==> config.mk <==
export PLATFORM = sky130hd
export DESIGN_NAME = sync_fifo_prog
export DESIGN_NICKNAME = d
export VERILOG_FILES = /design/src/rtl/fifo_pkg.sv /design/src/rtl/fifo_mem.sv /design/src/rtl/sync_fifo_prog.sv
export SDC_FILE = /design/constraint.sdc
export NUM_CORES = 1
export LEC_CHECK = 0
export ABC_AREA = 1
export CAP_MARGIN = 5
export CORE_UTILIZATION = 40
export DETAILED_ROUTE_END_ITERATION = 6
export GPL_TIMING_DRIVEN = 0
export PLACE_DENSITY = 0.6
export SYNTH_ARGS = -nofsm -noshare
export SYNTH_HDL_FRONTEND = slang
export SYNTH_SLANG_ARGS = --single-unit
==> constraint.sdc <==
create_clock -name clk -period 4 [get_ports clk]
set_input_delay 0.8 -clock clk [delete_from_list [all_inputs] [get_ports clk]]
set_output_delay 0.8 -clock clk [all_outputs]
set_load 0.02 [all_outputs]
==> src/rtl/fifo_pkg.sv <==
// Shared definitions for the programmable synchronous FIFO: occupancy
// width helper and the read-mode enumeration.
package fifo_pkg;

  // Read-mode selector; FIFO_STD registers dout on a pop, FIFO_FWFT shows the head.
  typedef enum logic {
    FIFO_STD  = 1'b0,
    FIFO_FWFT = 1'b1
  } fifo_mode_e;

  // Bits needed to hold an occupancy of 0..depth inclusive.
  function automatic int cnt_width(input int depth);
    return $clog2(depth + 1);
  endfunction

endpackage

==> src/rtl/fifo_mem.sv <==
// Storage array for the FIFO: one synchronous write port, one
// asynchronous read port. Contents are never reset.
module fifo_mem #(
  parameter int DATA_WIDTH = 8,
  parameter int DEPTH      = 16,
  parameter int ADDR_W     = $clog2(DEPTH)
) (
  input  logic                  clk,
  input  logic                  i_we,
  input  logic [ADDR_W-1:0]     i_waddr,
  input  logic [DATA_WIDTH-1:0] i_wdata,
  input  logic [ADDR_W-1:0]     i_raddr,
  output logic [DATA_WIDTH-1:0] o_rdata
);

  logic [DATA_WIDTH-1:0] r_mem [DEPTH];

  // Capture accepted writes; no reset so the array maps onto plain storage.
  always_ff @(posedge clk) begin
    if (i_we) begin
      r_mem[i_waddr] <= i_wdata;
    end
  end

  assign o_rdata = r_mem[i_raddr];

endmodule

==> src/rtl/sync_fifo_prog.sv <==
// Single-clock FIFO with occupancy count, programmable almost-full /
// almost-empty watermarks, write-through-when-full on a simultaneous pop,
// overflow/underflow pulses and standard or first-word-fall-through reads.
module sync_fifo_prog
  import fifo_pkg::*;
#(
  parameter int DATA_WIDTH = 8,
  parameter int DEPTH      = 16,
  parameter int FWFT       = 0,
  parameter int CNT_W      = cnt_width(DEPTH)
) (
  input  logic                  clk,
  input  logic                  rst,
  input  logic                  wr_en,
  input  logic                  rd_en,
  input  logic [DATA_WIDTH-1:0] din,
  input  logic [CNT_W-1:0]      af_thresh,
  input  logic [CNT_W-1:0]      ae_thresh,
  output logic [DATA_WIDTH-1:0] dout,
  output logic                  full,
  output logic                  empty,
  output logic                  almost_full,
  output logic                  almost_empty,
  output logic [CNT_W-1:0]      count,
  output logic                  overflow,
  output logic                  underflow
);

  localparam int               PTR_W    = $clog2(DEPTH);
  localparam logic [PTR_W-1:0] PTR_LAST = PTR_W'(DEPTH - 1);
  localparam logic [CNT_W-1:0] CNT_FULL = CNT_W'(DEPTH);
  localparam fifo_mode_e       MODE     = (FWFT != 0) ? FIFO_FWFT : FIFO_STD;

  logic [PTR_W-1:0]      r_wr_ptr;
  logic [PTR_W-1:0]      r_rd_ptr;
  logic [CNT_W-1:0]      r_count;
  logic                  r_overflow;
  logic                  r_underflow;

  logic                  w_empty;
  logic                  w_full;
  logic                  w_rd_ok;
  logic                  w_wr_ok;
  logic [DATA_WIDTH-1:0] w_rd_data;

  // Pointers wrap explicitly so non-power-of-two depths work.
  function automatic logic [PTR_W-1:0] next_ptr(input logic [PTR_W-1:0] ptr);
    return (ptr == PTR_LAST) ? '0 : ptr + 1'b1;
  endfunction

  // Flags derive only from the registered count, so they cannot glitch.
  assign w_empty = (r_count == '0);
  assign w_full  = (r_count == CNT_FULL);

  // A pop frees a slot in the same cycle, letting a write land even when full.
  assign w_rd_ok = rd_en && !w_empty;
  assign w_wr_ok = wr_en && (!w_full || w_rd_ok);

  fifo_mem #(
    .DATA_WIDTH (DATA_WIDTH),
    .DEPTH      (DEPTH),
    .ADDR_W     (PTR_W)
  ) u_mem (
    .clk     (clk),
    .i_we    (w_wr_ok && !rst),
    .i_waddr (r_wr_ptr),
    .i_wdata (din),
    .i_raddr (r_rd_ptr),
    .o_rdata (w_rd_data)
  );

  // Pointer, occupancy and error-pulse state; requests in a reset cycle are dropped.
  always_ff @(posedge clk) begin
    if (rst) begin
      r_wr_ptr    <= '0;
      r_rd_ptr    <= '0;
      r_count     <= '0;
      r_overflow  <= 1'b0;
      r_underflow <= 1'b0;
    end else begin
      r_overflow  <= wr_en && !w_wr_ok;
      r_underflow <= rd_en && !w_rd_ok;
      if (w_wr_ok) begin
        r_wr_ptr <= next_ptr(r_wr_ptr);
      end
      if (w_rd_ok) begin
        r_rd_ptr <= next_ptr(r_rd_ptr);
      end
      unique case ({w_wr_ok, w_rd_ok})
        2'b10:   r_count <= r_count + 1'b1;
        2'b01:   r_count <= r_count - 1'b1;
        default: r_count <= r_count;
      endcase
    end
  end

  generate
    if (MODE == FIFO_STD) begin : g_std
      logic [DATA_WIDTH-1:0] r_dout;

      // Registered read data: updates only on an accepted pop, holds otherwise.
      always_ff @(posedge clk) begin
        if (rst) begin
          r_dout <= '0;
        end else if (w_rd_ok) begin
          r_dout <= w_rd_data;
        end
      end

      assign dout = r_dout;
    end else begin : g_fwft
      // Head of queue is presented directly; zero while nothing is stored.
      assign dout = w_empty ? '0 : w_rd_data;
    end
  endgenerate

  assign count        = r_count;
  assign empty        = w_empty;
  assign full         = w_full;
  assign almost_full  = (r_count >= af_thresh);
  assign almost_empty = (r_count <= ae_thresh);
  assign overflow     = r_overflow;
  assign underflow    = r_underflow;

endmodule

# Yosys cells after proc, flatten, opt, wreduce, memory -nomap -nowiden
# Memory sizes are Yosys's and may differ from the RTL's. A register that Yosys moved wholly into a read port is not among the register bits.
# Cells that the tools add are included.
[classes]
muxes = 5
n_addsub = 4
reduce_logical = 13
n_lt_le_gt_ge = 2
n_eq_ne = 5
[ops]
columns = ["cell", "count"]
rows = [
  ["$pmux W5 S2", 1],
  ["$add A4 B1 Y4 const B", 2],
  ["$eq A4 B4 Y1 const B", 2],
  ["$mux W4", 2],
  ["$add A5 B1 Y5 const B", 1],
  ["$eq A5 B5 Y1 const B", 1],
  ["$ge A5 B5 Y1", 1],
  ["$le A5 B5 Y1", 1],
  ["$logic_and A1 B1 Y1", 5],
  ["$logic_not A1 Y1", 5],
  ["$logic_not A5 Y1", 1],
  ["$sub A5 B1 Y5 const B", 1],
  ["$eq A2 B1 Y1 const B", 1],
  ["$eq A2 B2 Y1 const B", 1],
  ["$mux W1", 2],
  ["$reduce_bool A2 Y1", 1],
  ["$logic_or A1 B1 Y1", 1],
]
[word_totals]
n_memories = 1
ramBits = 128
ff_bits = 15
wordCells = 35
[mem_list]
columns = ["memory", "words", "word_bits", "rd", "rd_ports_with_merged_regs", "write_ports", "line_no", "text"]
rows = [
  ["u_mem.r_mem", 16, 8, 1, 1, 1, "fifo_mem.sv:16", "logic [DATA_WIDTH-1:0] r_mem [DEPTH];"],
]

# Depth between registers and ports, before layout
# Gate-level depths: netlist of the first run.
[logic_depth]
ltp_word = 8
mapped_depth = 14
ltp_nobuf = 13

# Modules after synthesis
# Synthesis of the first run repeated with hierarchy kept, for this count alone.
[hier_totals]
hier_cells = 722
area_unflattened_um2 = 6937.9
[modules_own_cells]
columns = ["mod", "cells_each", "seq_area_each_um2", "area_each_um2", "n_inst"]
rows = [
  ["fifo_mem", 543, 3843.7, 5606.6, 1],
  ["sync_fifo_prog", 179, 460.4, 1331.3, 1],
]

# Least setup slack after synthesis of the first run
# No wires, ideal clock.
[synth_timing]
kind = "in2out"
start = "in ae_thresh[4]"
end = "out almost_empty"
stages = 4
arrival_time_ps = 1710
path_buffers = 0
setup_slack_ps = 1490
cell_sequence = "inv_1 -> ha_1 -> nand4_1 -> o21ai_0"
[synth_between]
elab_chain_len = 1
[synth_lines]
columns = ["element", "line_no", "text"]
rows = [
  ["from (decl)", "sync_fifo_prog.sv:18", "input logic [CNT_W-1:0] ae_thresh,"],
  ["$le A5 B5 Y1", "sync_fifo_prog.sv:121", "assign almost_empty = (r_count <= ae_thresh);"],
  ["to (decl)", "sync_fifo_prog.sv:23", "output logic almost_empty,"],
]
# Every way passes these cells.

# Worst setup path in the final report of the first run
[layout_timing]
start = "in af_thresh[1]"
end = "out almost_full"
[layout_between]
elab_chain_len = 1
[layout_lines]
columns = ["element", "line_no", "text"]
rows = [
  ["from (decl)", "sync_fifo_prog.sv:17", "input logic [CNT_W-1:0] af_thresh,"],
  ["$ge A5 B5 Y1", "sync_fifo_prog.sv:120", "assign almost_full = (r_count >= af_thresh);"],
  ["to (decl)", "sync_fifo_prog.sv:22", "output logic almost_full,"],
]
# Every way passes these cells.

==> results.toml, run 1 <==
[outcome]
outcome = "complete, no violations"

[global_routing]
grtUsageTotal_pct = 20.67
grt_max_degree = 17
antenna_found_initial = 0
first_global_vias = 4550
grt_pass1_wl_mm = 24.86
grt_overflow = 0

[critical_path]
start_kind = "input port"
end_kind = "primary output"
worstPathRequired_ps = 3200
slowest_delay_ps = 620
critPathMaxFanout = 1
cp_num_buf_inv = 3
crit_chain = "clkdlybuf4s50_1 > inv_1 > ha_1 > o21ai_0 > nand2_1 > nand2_1 > nand2_1 > a21oi_1 > o21bai_1 > clkdlybuf4s50_1"
arrival_ps = 2630
crit_path_top_delay_cell = "clkdlybuf4s50_1"
reg2reg_slack_ps = 1630
cp_common_cell = "nand2_1"
r2r_cells = 8
cp_num_cells = 10
critPathTopFamily = "buffers and inverters"
criticalPathCategory = "in -> out"

[synthesis]
ys_seq_area_share_pct = 65.99
synth-seq-cells = 151
netlist_area_mm2 = 0.006523
yosysWarnings = 0
synthArstFlopShare_pct = 0
syn_avg_cell_area_um2 = 10.82
synth_top_area_share_pct = 58.93
synth.area.top_cells = "edfxtp_1 (59%), dfxtp_1 (7.1%), nor2_1 (5.9%), nand2_1 (5.4%), nand3_1 (4.6%)"
synth_flop_cell = "edfxtp_1"
syn_inst = 603
syn_nets = 644
synth_top_area_cell = "edfxtp_1"
synth_edf_count = 128
synth_cell_type_count = 31

[floorplan]
initial_utilization_pct = 41.06
dieArea_mm2 = 0.01682
die_h_um = 129.7
num_rows = 46
die_w_um = 129.7
core_area_mm2 = 0.01589
io_pins = 41

[cells_and_area]
n_antenna_cell = 0
synthToLayoutAreaGrowth_pct = 18.78
fin_util_pct = 48.77
drive_above_1_share_pct = 9.199
final_nets = 702

[clocking]
cts.root.buffer_cell = "clkbuf_16"
clk_path_buf_depth = 2
cts_buffers = 17
htreeDepth = 4
hold_buffers = 0
cts_resized = 0
cts_tree = "built"
cts_sinks = 151
clock_latency_ps = 430
postCtsSetupRepairBufs = 0
path_clk_slew_ps = 60

[power_and_ir_drop]
ir_drop_mv = 0.3152
leakage_nw = 2.848
power_density_mw_per_mm2 = 595.4

[timing]
hold_viol = 0
fmax_ghz = 0.2913
grt_setup_unrepaired = "no"
fin_crit_ps = 3433
tns_ps = 0
holdWs_ps = 554.8
finClkSkew_ps = 8.534
tightest_slew_ps = 858.8
finalCritPeriodShare_pct = 85.82
setup_slack_ps = 567.2
finalSetupViolations = 0
drv_slew = 0
slew_headroom_pct = 42.53

[drt]
drt_wl_total_mm = 16.15
wl_per_cell_um = 18.15
firstDrtPassIters = 5
vias = 4567
routed_via_density = 5.131
drc = 0
drt_iter0_markers = 365
ant_nets = 0

[min_path]
hold_path_depth = 2
hp-class = "reg -> reg"

[placement]
pre_cts_ws_ps = 544.3
hpwlAfterDp_mm = 11.30
gp_congestion = 0.8670
io_buffer_count = 39

[run]
maxCapViolCount = 0
## power by group
part / total, mW / internal (mW) / leakage (nW) / switching (mW)
combinational: 1.24 / 0.450 / 1.24 / 0.794
sequential: 1.84 / 1.78 / 1.34 / 0.0674
clock: 1.52 / 0.911 / 0.263 / 0.613
## layout by cell type, fill, tap and decap left out
cell and count:
nor2_2 3, nand3_2 1, nand2_8 1, nand3_1 60, clkbuf_1 9, clkinvlp_4 4
nor3_1 2, inv_1 27, xnor2_1 1, nand4_1 1, o21bai_1 1, clkdlybuf4s50_1 39
fa_1 1, o221ai_1 1, ha_1 18, buf_2 13, edfxtp_1 128, bufinv_16 2
inv_6 1, clkinvlp_2 1, clkinv_2 3, clkinv_4 2, buf_4 4, nand2_4 2
buf_1 1, buf_6 3, nand3b_1 2, nand2_1 93, o21ai_1 29, nand2_2 1
a21oi_1 30, xor2_1 4, inv_2 4, dfxtp_1 23, clkbuf_16 17, nor2_1 102
clkinv_1 3, o21ai_0 37
## registers in the layout, summed over array words and instances (netlist names)
register and count:
count 5, r_rd_ptr 4, u_mem.r_mem 128, overflow 1, dout 8, underflow 1, r_wr_ptr 4
## layer usage
metal | share of wire (%) | up-vias | GRT usage [%]
met3 | 5.0 | 17 | 4.592
met4 | 1.4 | 0 | 7.387
met2 | 48 | 125 | 33.75
met5 | 0 | - | 0
li1 | - | 2199 | -
met1 | 46 | 2226 | 27.17
## per-stage QoR
stage	total power, mW	cell area (um2)	instances
6_report	4.613	7747	890
5_1_grt	4.836	7747	890
4_1_cts	4.632	7747	890
2_1_floorplan	2.645	6523	603
3_5_place_dp	3.116	7183	858
3_3_place_gp	3.084	7183	858
## synth_stat cells, drive strengths merged, types with 4 or more instances
cell type	count
nand2	97
inv	31
buf	21
clkbuf	7
edfxtp	128
dfxtp	23
o21ai	66
a21oi	30
nor2	105
nand3	61
ha	18
xor2	4
## cell type report
cell class | count | area [um2]
Sequential cell | 151 | 4304
Multi-Input combinational cell | 390 | 1927
Clock inverter | 13 | 131.4
Clock buffer | 19 | 432.9
Buffer | 28 | 158.9
Tap cell | 216 | 270.3
Inverter | 34 | 132.6
Fill cell | 1448 | 8138
Timing Repair Buffer | 39 | 390.4
## cell families (layout without fill, tap and decap cells)
| kind of cell | Yosys count | after routing | synth area share (%) |
|---|---|---|---|
| AOI/OAI and AO/OA | 98 | 98 | 7.616 |
| adders and majority gates | 19 | 19 | 3.760 |
| and+or+nand+nor | 268 | 268 | 17.49 |
| DFF | 151 | 151 | 65.99 |
| buffers and inverters | 62 | 133 | 4.470 |
| xor gates and xnor gates | 5 | 5 | 0.6714 |
## worst paths after layout
check	startpoint	end
setup reg to reg	count[1]	u_mem.r_mem[5][6]
setup / recovery	af_thresh[1]	almost_full
hold / removal	dout[1]	dout[1]
hold reg to reg	dout[1]	dout[1]
## tightest hold or removal path, cell delays in order, from the launching register on
cell	delay (ps)
dfxtp_1	330
o21ai_0	90
a21oi_1	100
Power figures use the tool's default switching activity.
==> inputs of run 2 (changes only) <==
--- a/config.mk
+++ b/config.mk
@@ -8,6 +8,7 @@
 export ABC_AREA = 1
 export CAP_MARGIN = 5
 export CORE_UTILIZATION = 40
+export CTS_CLUSTER_SIZE = 30
 export DETAILED_ROUTE_END_ITERATION = 6
 export GPL_TIMING_DRIVEN = 0
 export PLACE_DENSITY = 0.6
==> results of run 2 <==
Same layout as run 1: the final DEF is identical, and so are final timing and power.
==> inputs of run 3 (changes only) <==
--- a/config.mk
+++ b/config.mk
@@ -11,7 +11,9 @@
 export CTS_CLUSTER_SIZE = 30
 export DETAILED_ROUTE_END_ITERATION = 6
 export GPL_TIMING_DRIVEN = 0
-export PLACE_DENSITY = 0.6
+export PLACE_DENSITY = 0.59
+export SLEW_MARGIN = 20
 export SYNTH_ARGS = -nofsm -noshare
 export SYNTH_HDL_FRONTEND = slang
+export SYNTH_HIERARCHICAL = 1
 export SYNTH_SLANG_ARGS = --single-unit
==> run 3 against run 2 <==
Compared with the run above:
- core utilization barely moved
- highest routed layer unchanged
- cell area rose by 5.4%
- largest power group unchanged
- die area up 6.3%
- synthesized area up 6.4%
- combinational power barely moved
- maximum frequency is 0.58% lower
- sequential power is essentially flat
- routed wire length grew 5.1%
- non-clock buffer count stayed put
- register-to-register slack worse by 320 ps
- critical path type unchanged
- synthesized cell count grew 20%
- clock power is essentially flat
==> results.toml, run 3 <==
[placement]
pre_cts_ws_ps = 544.7
placed_cells_incl_taps = 981
place_area_mm2 = 0.007604
gp_congestion = 0.9217
hpwlAfterDp_mm = 11.71
io_buffer_count = 39

[cells_and_area]
layout.cells.non_filler = 1013
fin_util_pct = 48.73
drive_above_1_share_pct = 8.449
synthToLayoutAreaGrowth_pct = 17.73
layout_commonest_cell = "nand2_1"
final_cell_mix = "nand2_1 (192), edfxtp_1 (128), inv_1 (125)"
post-route-cell-area_mm2 = 0.008168
final_nets = 818
n_fill_cell = 1576
top_register = "u_mem/r_mem"
n_antenna_cell = 0
largest_reg_flops = 128

[floorplan]
dieArea_mm2 = 0.01788
num_rows = 47
core_area_mm2 = 0.01676
io_pins = 41
die_w_um = 133.7
initial_utilization_pct = 41.40
die_h_um = 133.7

[critical_path]
criticalPathCategory = "in -> out"
r2r_cells = 8
worstPathRequired_ps = 3200
arrival_ps = 2650
critPathMaxFanout = 1
end_kind = "primary output"
reg2reg_slack_ps = 1310
r2r_end = "u_mem/r_mem[11][0]"
start_kind = "input port"
timing.rr.start = "count[1]"

[drt]
routed_via_density = 4.978
ant_nets = 0
drc = 0
wl_per_cell_um = 16.76
drt_iter0_markers = 462
firstDrtPassIters = 6
vias = 5043
drt_wl_total_mm = 16.98

[synthesis]
synth_edf_count = 128
synth_flop_cell = "edfxtp_1"
synth_top_area_share_pct = 55.40
synth_cell_type_count = 29
synth_top_area_cell = "edfxtp_1"
yosysWarnings = 6
synth_common_cells = "nand2_1 (192), edfxtp_1 (128), inv_1 (125), nand3_1 (108), nor2_1 (50)"
synth.area.top_cells = "edfxtp_1 (55%), nand2_1 (10%), nand3_1 (7.8%), inv_1 (6.8%), dfxtp_1 (6.6%)"
syn_inst = 722
syn_avg_cell_area_um2 = 9.609
netlist_area_mm2 = 0.006938
synth-seq-cells = 151
ys_seq_area_share_pct = 62.04
synth.most_common_cell = "nand2_1"
syn_nets = 760
synthArstFlopShare_pct = 0

[timing]
holdWs_ps = 484.4
fmax_ghz = 0.2896
grt_setup_unrepaired = "no"
setup_slack_ps = 547.1
fin_crit_ps = 3453
slew_headroom_pct = 33.67
finalCritPeriodShare_pct = 86.32
finClkSkew_ps = 9.957
finalSetupViolations = 0
drv_slew = 0
tightest_slew_ps = 991.3
hold_viol = 0
tns_ps = 0

[min_path]
holdPathEnd = "dout[1]"
hold_start = "dout[1]"
hold_path_depth = 2
hp-class = "reg -> reg"

[power_and_ir_drop]
ir_drop_mv = 0.3249
power_density_mw_per_mm2 = 567.2
leakage_nw = 3.516
p_total_mw = 4.633

[outcome]
outcome = "complete, no violations"

[global_routing]
grt_max_degree = 17
first_global_vias = 4931
grt_pass1_wl_mm = 26.81
antenna_found_initial = 0
grtUsageTotal_pct = 20.47
grt_overflow = 0

[clocking]
cts.root.buffer_cell = "clkbuf_16"
clock_latency_ps = 420
cts_tree = "built"
path_clk_slew_ps = 60
cts_sinks = 151
cts_buffers = 17
postCtsSetupRepairBufs = 0
cts_resized = 0
clk_path_buf_depth = 2
hold_buffers = 0
htreeDepth = 4

[run]
maxCapViolCount = 0
[run 3: report_power, final]
| part | internal (mW) | total, mW | switching (mW) |
|---|---|---|---|
| Combinational | 0.461 | 1.26 | 0.800 |
| Sequential | 1.78 | 1.84 | 0.0679 |
| Clock | 0.912 | 1.53 | 0.615 |
| Total | 3.15 | 4.63 | 1.48 |
[run 3: per-layer routing]
| layer | global-route usage [%] | up-vias | part of all wire, % |
|---|---|---|---|
| met2 | 32.30 | 193 | 46 |
| met1 | 27.60 | 2378 | 44 |
| li1 | - | 2443 | - |
| met3 | 4.110 | 29 | 7.4 |
| met4 | 8.144 | 0 | 2.3 |
| met5 | 0 | - | 0 |
[run 3: kinds of logic (layout without fill, tap and decap cells)]
logic type      Yosys count  count (layout)  synth area share [%]
compound gates           29              29                 2.182
xor+xnor                  5               5                0.6312
fa+ha+maj                16              16                 2.994
buf+inv                 158             229                 9.756
flops                   151             151                 62.04
simple gates            363             363                 22.40
[run 3: final cells by class]
| class | instances | area [um2] | area share [%] |
|---|---|---|---|
| clock inverter | 13 | 131.4 | 1.608 |
| timing repair buffer | 39 | 390.4 | 4.779 |
| clock buffer | 19 | 432.9 | 5.300 |
| tap | 220 | 275.3 | 3.370 |
| inverter | 130 | 489.2 | 5.990 |
| sequential | 151 | 4304 | 52.70 |
| buffer | 28 | 187.7 | 2.298 |
| multi-input combinational | 413 | 1957 | 23.96 |
[run 3: worst max path at each step]
stage / from / endpoint / slack [ps] / cells after the start
5_1_grt: af_thresh[0] / almost_full / 390 / 9
3_3_place_gp: af_thresh[1] / almost_full / 570 / 10
6_report: af_thresh[0] / almost_full / 550 / 9
2_1_floorplan: ae_thresh[4] / almost_empty / 1500 / 4
4_1_cts: af_thresh[1] / almost_full / 530 / 10
3_5_place_dp: af_thresh[1] / almost_full / 540 / 10
[run 3: critical path, stage by stage]
cell and delay (ps):
clkdlybuf4s50_1 410, ha_1 300, o21ai_0 200, nand2_1 80
nand2_1 60, nand2_1 70, a21oi_1 120, o21bai_1 70
clkdlybuf4s50_1 530
